[config.mk]
export PLATFORM = sky130hd
export DESIGN_NAME = reg_scoreboard
export DESIGN_NICKNAME = d
export VERILOG_FILES = /design/src/rtl/reg_scoreboard.sv
export SDC_FILE = /design/constraint.sdc
export NUM_CORES = 1
export LEC_CHECK = 0
export CELL_PAD_IN_SITES_DETAIL_PLACEMENT = 1
export CELL_PAD_IN_SITES_GLOBAL_PLACEMENT = 2
export CORE_ASPECT_RATIO = 0.9
export CORE_MARGIN = 2
export CORE_UTILIZATION = 34
export CTS_CLUSTER_SIZE = 28
export DETAILED_ROUTE_END_ITERATION = 8
export MAX_ROUTING_LAYER = met4
export PLACE_DENSITY = 0.88
export REMOVE_ABC_BUFFERS = 1
export SLEW_MARGIN = 20
export SYNTH_ARGS = -nofsm -noshare
export SYNTH_HDL_FRONTEND = slang
export SYNTH_SLANG_ARGS = --single-unit
[constraint.sdc]
create_clock -name clk -period 5.85 [get_ports clk]
set_input_delay 1.17 -clock clk [delete_from_list [all_inputs] [get_ports clk]]
set_output_delay 1.17 -clock clk [all_outputs]
set_load 0.02 [all_outputs]
[src/rtl/reg_scoreboard.sv]
// Decode-stage register scoreboard for the 8x16 register file.
// Counts in-flight writes per architectural register, raises a combinational
// stall on read-after-write or counter-full hazards, retires writes on
// writeback, and keeps a saturating stall-cycle counter for debug.
module reg_scoreboard #(
  parameter int unsigned CNT_WIDTH  = 2,
  parameter int unsigned PERF_WIDTH = 16
) (
  input  logic                  clk,
  input  logic                  rst,
  input  logic                  issue_valid,
  input  logic                  issue_wr,
  input  logic [2:0]            issue_dst,
  input  logic                  src1_used,
  input  logic [2:0]            src1_sel,
  input  logic                  src2_used,
  input  logic [2:0]            src2_sel,
  input  logic                  wb_valid,
  input  logic [2:0]            wb_sel,
  input  logic                  flush,
  output logic                  stall,
  output logic [7:0]            busy,
  output logic [PERF_WIDTH-1:0] stall_cnt,
  output logic                  err
);

  localparam logic [CNT_WIDTH-1:0] CntMax = '1;

  logic [CNT_WIDTH-1:0]  cnt_q [8];
  logic [CNT_WIDTH-1:0]  cnt_d [8];
  logic [PERF_WIDTH-1:0] stall_cnt_q, stall_cnt_d;
  logic                  err_q, err_d;
  logic                  src_hazard, wr_full, accept;

  // Hazard detection from registered counters only; a retire in the same
  // cycle does not bypass, the source is readable from the RF next cycle.
  always_comb begin
    src_hazard = (src1_used & (cnt_q[src1_sel] != '0)) |
                 (src2_used & (cnt_q[src2_sel] != '0));
    wr_full    = issue_wr & (cnt_q[issue_dst] == CntMax);
    stall      = ~rst & issue_valid & ~flush & (src_hazard | wr_full);
    accept     = issue_valid & ~stall & ~flush;
  end

  // Per-register counter update; an issue and retire to the same register
  // cancel, so a retire with zero pending is only an error without that issue.
  always_comb begin
    err_d = err_q;
    for (int i = 0; i < 8; i++) begin
      cnt_d[i] = cnt_q[i];
      if (flush) begin
        cnt_d[i] = '0;
      end else if ((accept & issue_wr & (issue_dst == 3'(i))) &&
                   !(wb_valid && (wb_sel == 3'(i)))) begin
        cnt_d[i] = cnt_q[i] + CNT_WIDTH'(1);
      end else if ((wb_valid && (wb_sel == 3'(i))) &&
                   !(accept & issue_wr & (issue_dst == 3'(i)))) begin
        if (cnt_q[i] == '0) begin
          err_d = 1'b1;
        end else begin
          cnt_d[i] = cnt_q[i] - CNT_WIDTH'(1);
        end
      end
    end
  end

  // Saturating count of stalled cycles.
  always_comb begin
    stall_cnt_d = stall_cnt_q;
    if (stall && (stall_cnt_q != '1)) begin
      stall_cnt_d = stall_cnt_q + PERF_WIDTH'(1);
    end
  end

  // Busy flags are a pure view of the registered counters.
  always_comb begin
    for (int i = 0; i < 8; i++) begin
      busy[i] = (cnt_q[i] != '0);
    end
  end

  assign stall_cnt = stall_cnt_q;
  assign err       = err_q;

  // State registers with asynchronous clear.
  always_ff @(posedge clk or posedge rst) begin
    if (rst) begin
      for (int i = 0; i < 8; i++) begin
        cnt_q[i] <= '0;
      end
      stall_cnt_q <= '0;
      err_q       <= 1'b0;
    end else begin
      for (int i = 0; i < 8; i++) begin
        cnt_q[i] <= cnt_d[i];
      end
      stall_cnt_q <= stall_cnt_d;
      err_q       <= err_d;
    end
  end

endmodule

Word-level counts from Yosys, hierarchy flattened
Cells that the tools add are included.

Register bits: 33. Input bits: 20. Word-level logic and storage cells: 229.

Add/subtract/negate cells: 17. $lt $le $gt $ge: 3. Equality and inequality tests: 24. Mux-type cells: 73. Bitwise operators: 25. Reduce and logical (&&, ||, !) cells: 77.

Operator list (count): two-way mux 2 bit (38); two-way mux 1 bit (32); logical AND 1 bit (25); == test 3 bit (second input constant) (8); != test 3 bit (second input constant) (8); nonzero test 3 bit (8); nonzero test 2 bit (10); binary-select mux 2 bit (select 3 bit) (3); bitwise AND 1 bit (17); adder 16 x 1 -> 16 bit (second input constant) (1); adder 2 x 1 -> 2 bit (second input constant) (8); logical NOT 1 bit (16); logical NOT 2 bit (8); != test 16 bit (second input constant) (1); AND reduction 2 bit (8); subtractor 2 x 1 -> 2 bit (second input constant) (8); == test 3 x 2 -> 1 bit (second input constant) (4); >= comparator 4 bit (second input constant) (3); inverter 3 -> 4 bit (3); == test 3 x 1 -> 1 bit (second input constant) (2); logical NOT 3 bit (2); inverter 1 bit (3); == test 2 bit (second input constant) (1); bitwise OR 1 bit (2).

Logic depth before layout (Yosys ltp)
Gate-level depths: netlist of run 1.

Depth in word-level cells: 47. Mapped depth: 8. Depth with buffers taken out: 6.

Least setup slack after synthesis of run 1
OpenSTA, ideal clock, no wires.

Path type: input to output. From: input issue_dst[0]. To: output stall. Arrival: 2.700 ns. Slack: 1.980 ns. Cell stages on the path: 6. Path buffers: 1. Cell sequence: inv_1 mux4_2 mux2i_1 a211oi_2 clkbuf_1 nor2_1.

Word-level cells in the longest chain between the ends: 8.

RTL lines: from (decl) (RTL line 13) `input logic [2:0] issue_dst,`; inverter 3 -> 4 bit (implied by the code) (RTL line 40) `wr_full = issue_wr & (cnt_q[issue_dst] == CntMax);`; binary-select mux 2 bit (select 3 bit) (RTL line 40); two-way mux 2 bit (implied by the code) (2 in series) (RTL line 40); == test 2 bit (RTL line 40); bitwise AND 1 bit (RTL line 40); bitwise OR 1 bit (RTL line 41) `stall = ~rst & issue_valid & ~flush & (src_hazard | wr_full);`; bitwise AND 1 bit (RTL line 41); to (decl) (RTL line 21) `output logic stall,`.

Every way passes these cells. The select of a mux whose other input is x is not followed.

Worst setup path in the final report of run 1
Same ends and word-level chain as after synthesis.

==> results of run 1 <==
[state kept, by name, summed over array words and instances (netlist names)]
register   flops
cnt_q         16
stall_cnt     16
err            1
[cells in the mapped netlist (all sizes together) (3+ instances only)]
cell type	n	area, µm²
a21o	3	22.5
and2	3	18.8
nand4	4	25.0
nand2	27	101
o22ai	4	25.0
nor4bb	5	50.1
a31oi	3	18.8
nand4bb	3	33.8
nor2	27	101
nand3	13	65.1
nor3	22	110
nor4	7	43.8
o211ai	6	45.0
or3	8	50.1
dfrtp	33	826
inv	9	33.8
or4	10	75.1
nor2b	3	18.8
xor2	11	96.3
o311ai	6	52.6
o31ai	5	37.5
buf	3	21.3
or2	10	65.1
a21oi	7	35.0
o21ai	27	135
nor4b	9	78.8
nand3b	4	30.0
clkbuf	10	37.5
nor3b	13	97.6
nand2b	3	18.8
[worst max-delay path by stage]
stage / from / to / slack, ps / cells after the start
2_1_floorplan: src2_sel[0] / stall / 1990 / 4
3_3_place_gp: issue_dst[0] / stall / 1000 / 8
4_1_cts: issue_dst[0] / stall / 900 / 8
5_1_grt: issue_dst[0] / stall / 760 / 8
6_report: issue_dst[0] / stall / 910 / 8
3_5_place_dp: issue_dst[0] / stall / 920 / 8
[metrics by stage]
step                setup slack, ps  util [%]  cells
finish                          906      43.7    466
global route                    764      43.7    466
global placement               1000      42.5    458
floorplan                      1990         -    312
detailed placement              924      42.5    458
CTS                             904      43.7    466
[cell families after synthesis]
family          after synthesis  synth area share (%)
simple gates                179                  39.6
compound gates               73                  18.6
flops                        33                  31.1
buf+inv                      22                  3.48
xor+xnor                     13                  4.28
mux                           4                  2.49
fa+ha+maj                     1                 0.471
[critical path, delay by kind of cell]
family / cells / cell delay (ps)
AOI/OAI and AO/OA: 1 / 100
buffers and inverters: 4 / 1560
muxes: 2 / 840
and+or+nand+nor: 1 / 100
[report_power, final]
group | internal [W] | switching, W
registers | 0.000242 | 0.0000176
logic | 0.0000745 | 0.0000999
clock network | 0.0000822 | 0.0000939
total | 0.000399 | 0.000211
[cells in the final DEF (no fill, tap or decap), drive strengths merged, types with 2 or more instances in the layout]
cell	count
nor4bb	5
nand4	4
or3	8
clkbuf	5
a21o	3
clkinv	2
nand3	13
and4	2
nand4bb	3
o31ai	5
a21oi	7
nor4b	9
nor2	27
nand2b	3
o22ai	4
o211ai	6
xnor2	2
a31oi	3
inv	9
and2	3
clkdlybuf4s50	45
o311ai	6
nor2b	3
xor2	11
o21ai	27
or2	10
mux4	2
dfrtp	33
nand3b	4
buf	5
nor3	22
nor3b	13
or4	10
nand2	27
nor4	7
nand4b	2
a211oi	2
[final cells by class]
type                       count  area, µm²  share of cell area, %
clock buffer                   5       68.8                   2.09
clock inverter                 3       17.5                  0.532
inverter                       9       33.8                   1.03
multi-input combinational    270       1740                   52.8
sequential                    33        826                   25.1
tap                           96        120                   3.65
timing repair buffer          50        488                   14.8
[per-layer routing]
| layer | vias to the layer above | global-route usage (%) | routed length (µm) |
|---|---|---|---|
| li1 | 1339 | - | - |
| met1 | 1372 | 30.6 | 4370 |
| met2 | 76 | 34.0 | 3940 |
| met3 | 7 | 2.87 | 390 |
| met4 | 0 | 4.55 | 75 |
| met5 | - | - | 0 |
==> reports/metrics.json, run 1 <==
{
  "run_status": {
    "run_status": "finished clean"
  },
  "logic_synthesis": {
    "synthArstFlopShare_pct": 100,
    "synth_flop_cell": "sky130_fd_sc_hd__dfrtp_1",
    "synth_seq_area_share_pct": 31.1,
    "synth_enable_flop_cells": 0,
    "netlist-cell-type-count": 56,
    "synthesis.instances": 325,
    "ys_seq_elements": 33,
    "synth_area_um2": 2660,
    "synth_area_per_cell_um2": 8.18,
    "yosysWarnings": 0
  },
  "worst_hold_path": {
    "hold_path.class": "reg -> reg",
    "hold_path_startpoint": "stall_cnt[11]",
    "whs_endpoint": "stall_cnt[11]",
    "timing.hold.worst_path_depth": 1
  },
  "clocking": {
    "clock_sink_count": 33,
    "worstSkewPairLatency_ps": 300,
    "cts_post_setup_buffers_inserted": 0,
    "cts_hold_buffers": 0,
    "clk_pin_slew_ps": 70,
    "cts_buffers": 5,
    "max-clock-path-buffers": 2,
    "cts_tree": "built",
    "htreeDepth": 2,
    "clk_root_buffer_cell": "sky130_fd_sc_hd__clkbuf_8",
    "cts_repair_resize_count": 0
  },
  "place": {
    "weighted_congestion_at_the_end_of_routability_driven_global_placement": 0.977,
    "placed_area_um2": 3210,
    "place.detailed.hpwl_um": 6640,
    "port_buffers": 45
  },
  "routing": {
    "antenna_violating_nets_post_route": 0,
    "dr.first_iter.drc_count": 178,
    "routed_wl_um": 8770,
    "drc_violation_count_after_routing": 0,
    "vias": 2794,
    "detail_route.first_pass.iterations": 4,
    "vias_per_cell": 6.00,
    "routedWlPerCell_um": 18.8
  },
  "global_routing": {
    "grt-ovfl-total": 0,
    "grt_pass1_vias": 2746,
    "pin_count_of_the_biggest_net_entering_global_routing": 34,
    "grt_antenna_before_repair": 0,
    "grt_pass1_wl_um": 14600,
    "grt_usage_pct": 21.8
  },
  "setup_path": {
    "r2r-end": "cnt_q[14]",
    "r2r_setup_slack_ps": 3060,
    "crit_fanout": 15,
    "worstPathCellList": "clkdlybuf4s50_1, inv_1, mux4_2, mux2i_1, a211oi_2, buf_4, nor2_1, clkdlybuf4s50_1",
    "cp.arrival_ps": 3770,
    "crit_type": "in -> out",
    "timing.critical_path.slowest_cell_delay_ps": 620,
    "path_common_cell": "sky130_fd_sc_hd__clkdlybuf4s50_1",
    "setup.worst_path.end_class": "primary output",
    "worst_r2r_path_depth": 6,
    "cpMaxStageDelayCell": "sky130_fd_sc_hd__clkdlybuf4s50_1",
    "start_kind": "input pin",
    "cp_data_required_time_ps": 4680,
    "crit-reg2reg-launch": "cnt_q[6]"
  },
  "pwr": {
    "total_leakage_power_nw": 1.28,
    "power.total_w": 0.000610,
    "irDropWorstVdd_uv": 79.0,
    "power.density_nw_per_um2": 185
  },
  "sta": {
    "drv_slew": 0,
    "hold_viol": 0,
    "period_needed_ps": 4940,
    "slew_headroom_pct": 33.3,
    "fin_tns_setup_ps": 0,
    "clock-skew-final_ps": 9.18,
    "final-setup-viol-count": 0,
    "grt_setup_unrepaired": "false",
    "worst_hold_slack_ps": 498,
    "worst_pin_slew_ps": 998,
    "final_cycle_utilization_of_the_critical_path_pct": 84.5,
    "max_clock_freq_ghz": 0.202
  },
  "layout": {
    "post-route-cell-area_um2": 3290,
    "n_fill_cell": 923,
    "syn_to_final_growth_pct": 23.9,
    "layout.nets": 390,
    "insertedDiodeCount": 0,
    "post_route_cells_drive_above_1_share_pct": 8.11
  },
  "die": {
    "die_area_um2": 8540,
    "rows": 30,
    "die-height_um": 87.9,
    "core-area_um2": 7540,
    "floorplan.initialDensity_pct": 35.2,
    "die-width_um": 97.2,
    "top_level_ports": 46
  },
  "flow_run": {
    "cap_violations": 0
  }
}
Note: power is estimated with default switching activity, not from simulation.
==> run 2: changes to the inputs <==
Settings changed: CORE_UTILIZATION 34 to 28, PLACE_DENSITY 0.88 to 0.78.
Clock period 5.85 ns to 4.25 ns, I/O delays scaled along.
==> reports/metrics.json, run 2 (synthesized netlist as in run 1, its figures left out) <==
{
  "die": {
    "die-height_um": 96.4,
    "rows": 33,
    "die_area_um2": 10300,
    "top_level_ports": 46,
    "core-area_um2": 9170,
    "floorplan.initialDensity_pct": 29.0,
    "die-width_um": 107
  },
  "setup_path": {
    "setup.worst_path.end_class": "primary output",
    "path_common_cell": "sky130_fd_sc_hd__clkdlybuf4s50_1",
    "cp.arrival_ps": 3160,
    "crit_fanout": 5,
    "cp_data_required_time_ps": 3400,
    "cpMaxStageDelayCell": "sky130_fd_sc_hd__clkdlybuf4s50_1",
    "timing.critical_path.slowest_cell_delay_ps": 620,
    "start_kind": "input pin",
    "worstPathCellList": "clkdlybuf4s50_1, inv_1, mux4_2, mux2i_1, a211oi_2, nor2_1, clkdlybuf4s50_1",
    "crit_type": "in -> out"
  },
  "sta": {
    "layout_setup_ws_ps": 240,
    "clock-skew-final_ps": 9.32,
    "fin_tns_setup_ps": 0,
    "grt_setup_unrepaired": "false",
    "drv_slew": 0,
    "final_cycle_utilization_of_the_critical_path_pct": 94.4,
    "worst_hold_slack_ps": 487,
    "slew_headroom_pct": 46.1,
    "max_clock_freq_ghz": 0.249,
    "final-setup-viol-count": 0,
    "worst_pin_slew_ps": 798,
    "period_needed_ps": 4010,
    "hold_viol": 0
  },
  "layout": {
    "post-route-util_pct": 36.7,
    "post_route_cells_drive_above_1_share_pct": 9.33,
    "layout.nets": 395,
    "syn_to_final_growth_pct": 26.5,
    "final_common_cell": "sky130_fd_sc_hd__clkdlybuf4s50_1",
    "insertedDiodeCount": 0,
    "most-common-layout-cells": "sky130_fd_sc_hd__clkdlybuf4s50_1 (45), sky130_fd_sc_hd__dfrtp_1 (33), sky130_fd_sc_hd__nor2_1 (27), sky130_fd_sc_hd__nand2_1 (27), sky130_fd_sc_hd__o21ai_0 (26)"
  },
  "global_routing": {
    "pin_count_of_the_biggest_net_entering_global_routing": 34,
    "grt_usage_pct": 19.7,
    "grt_antenna_before_repair": 0,
    "grt_pass1_vias": 2842,
    "grt_pass1_wl_um": 15400,
    "grt-ovfl-total": 0
  },
  "routing": {
    "vias_per_cell": 5.70,
    "routed_wl_um": 9200,
    "vias": 2834,
    "antenna_violating_nets_post_route": 0,
    "drc_violation_count_after_routing": 0,
    "routedWlPerCell_um": 18.5,
    "dr.first_iter.drc_count": 133,
    "detail_route.first_pass.iterations": 4
  },
  "clocking": {
    "cts_tree": "built",
    "cts_post_setup_buffers_inserted": 0,
    "htreeDepth": 2,
    "cts_buffers": 5,
    "cts_hold_buffers": 0,
    "max-clock-path-buffers": 2,
    "clock_sink_count": 33,
    "cts_repair_resize_count": 0,
    "worstSkewPairLatency_ps": 290,
    "clk_pin_slew_ps": 70,
    "clk_root_buffer_cell": "sky130_fd_sc_hd__clkbuf_8"
  },
  "place": {
    "port_buffers": 45,
    "place.detailed.hpwl_um": 6890,
    "weighted_congestion_at_the_end_of_routability_driven_global_placement": 0.852,
    "dpl_worst_slack_ps": 215
  },
  "pwr": {
    "power.density_nw_per_um2": 251,
    "total_leakage_power_nw": 1.30,
    "power.total_w": 0.000845,
    "irDropWorstVdd_uv": 130
  },
  "flow_run": {
    "cap_violations": 0
  },
  "run_status": {
    "run_status": "finished clean"
  },
  "worst_hold_path": {
    "hold_path.class": "reg -> reg"
  }
}
## run 2: cell count changes in the layout (fill, tap and decap cells not counted), sizes merged
| cell | change |
|---|---|
| buf | +5 |
## run 2: final timing paths
check,startpoint,depth (start not counted),to,slack (ps)
worst max-delay path,issue_dst[0],7,stall,240
min in group asynchronous,rst,3,cnt_q[4],1020
worst min register to register,stall_cnt[11],1,stall_cnt[11],490
worst max register to register,cnt_q[6],7,cnt_q[11],1450
worst min-delay path,stall_cnt[11],1,stall_cnt[11],490
max in group asynchronous,rst,3,cnt_q[12],2900
## run 2: report_power, final
part           internal, W  switching, W  leakage [nW]  total [W]
Clock             0.000113      0.000129        0.0439   0.000242
Sequential        0.000333     0.0000246         0.446   0.000358
Combinational     0.000105      0.000140         0.814   0.000245
Total             0.000552      0.000293          1.30   0.000845
## run 2: layout make-up
class / count / area [µm²]
Clock inverter: 3 / 17.5
Tap cell: 122 / 153
Inverter: 9 / 33.8
Fill cell: 1126 / 5800
Timing Repair Buffer: 55 / 526
Multi-Input combinational cell: 270 / 1740
Sequential cell: 33 / 826
Clock buffer: 5 / 68.8
## run 2: routing by layer
metal  global-route usage [%]  up-vias  wire length [µm]
met5                        -        -                 0
met4                     5.19        0                78
met3                     3.02        8               347
met2                     29.7       58              4180
met1                     27.7     1422              4590
li1                         -     1346                 -
## run 2: worst max-delay path, delay by kind of cell
| kind | cells | cell delay (ps) |
|---|---|---|
| AOI/OAI and AO/OA | 1 | 120 |
| and+or+nand+nor | 1 | 130 |
| buffers and inverters | 3 | 1250 |
| muxes | 2 | 820 |
## run 2: per-stage QoR
stage / std cells / cell area, µm²
3_3_place_gp: 489 / 3280
6_report: 497 / 3360
2_1_floorplan: 312 / 2600
3_5_place_dp: 489 / 3280
5_1_grt: 497 / 3360
4_1_cts: 497 / 3360
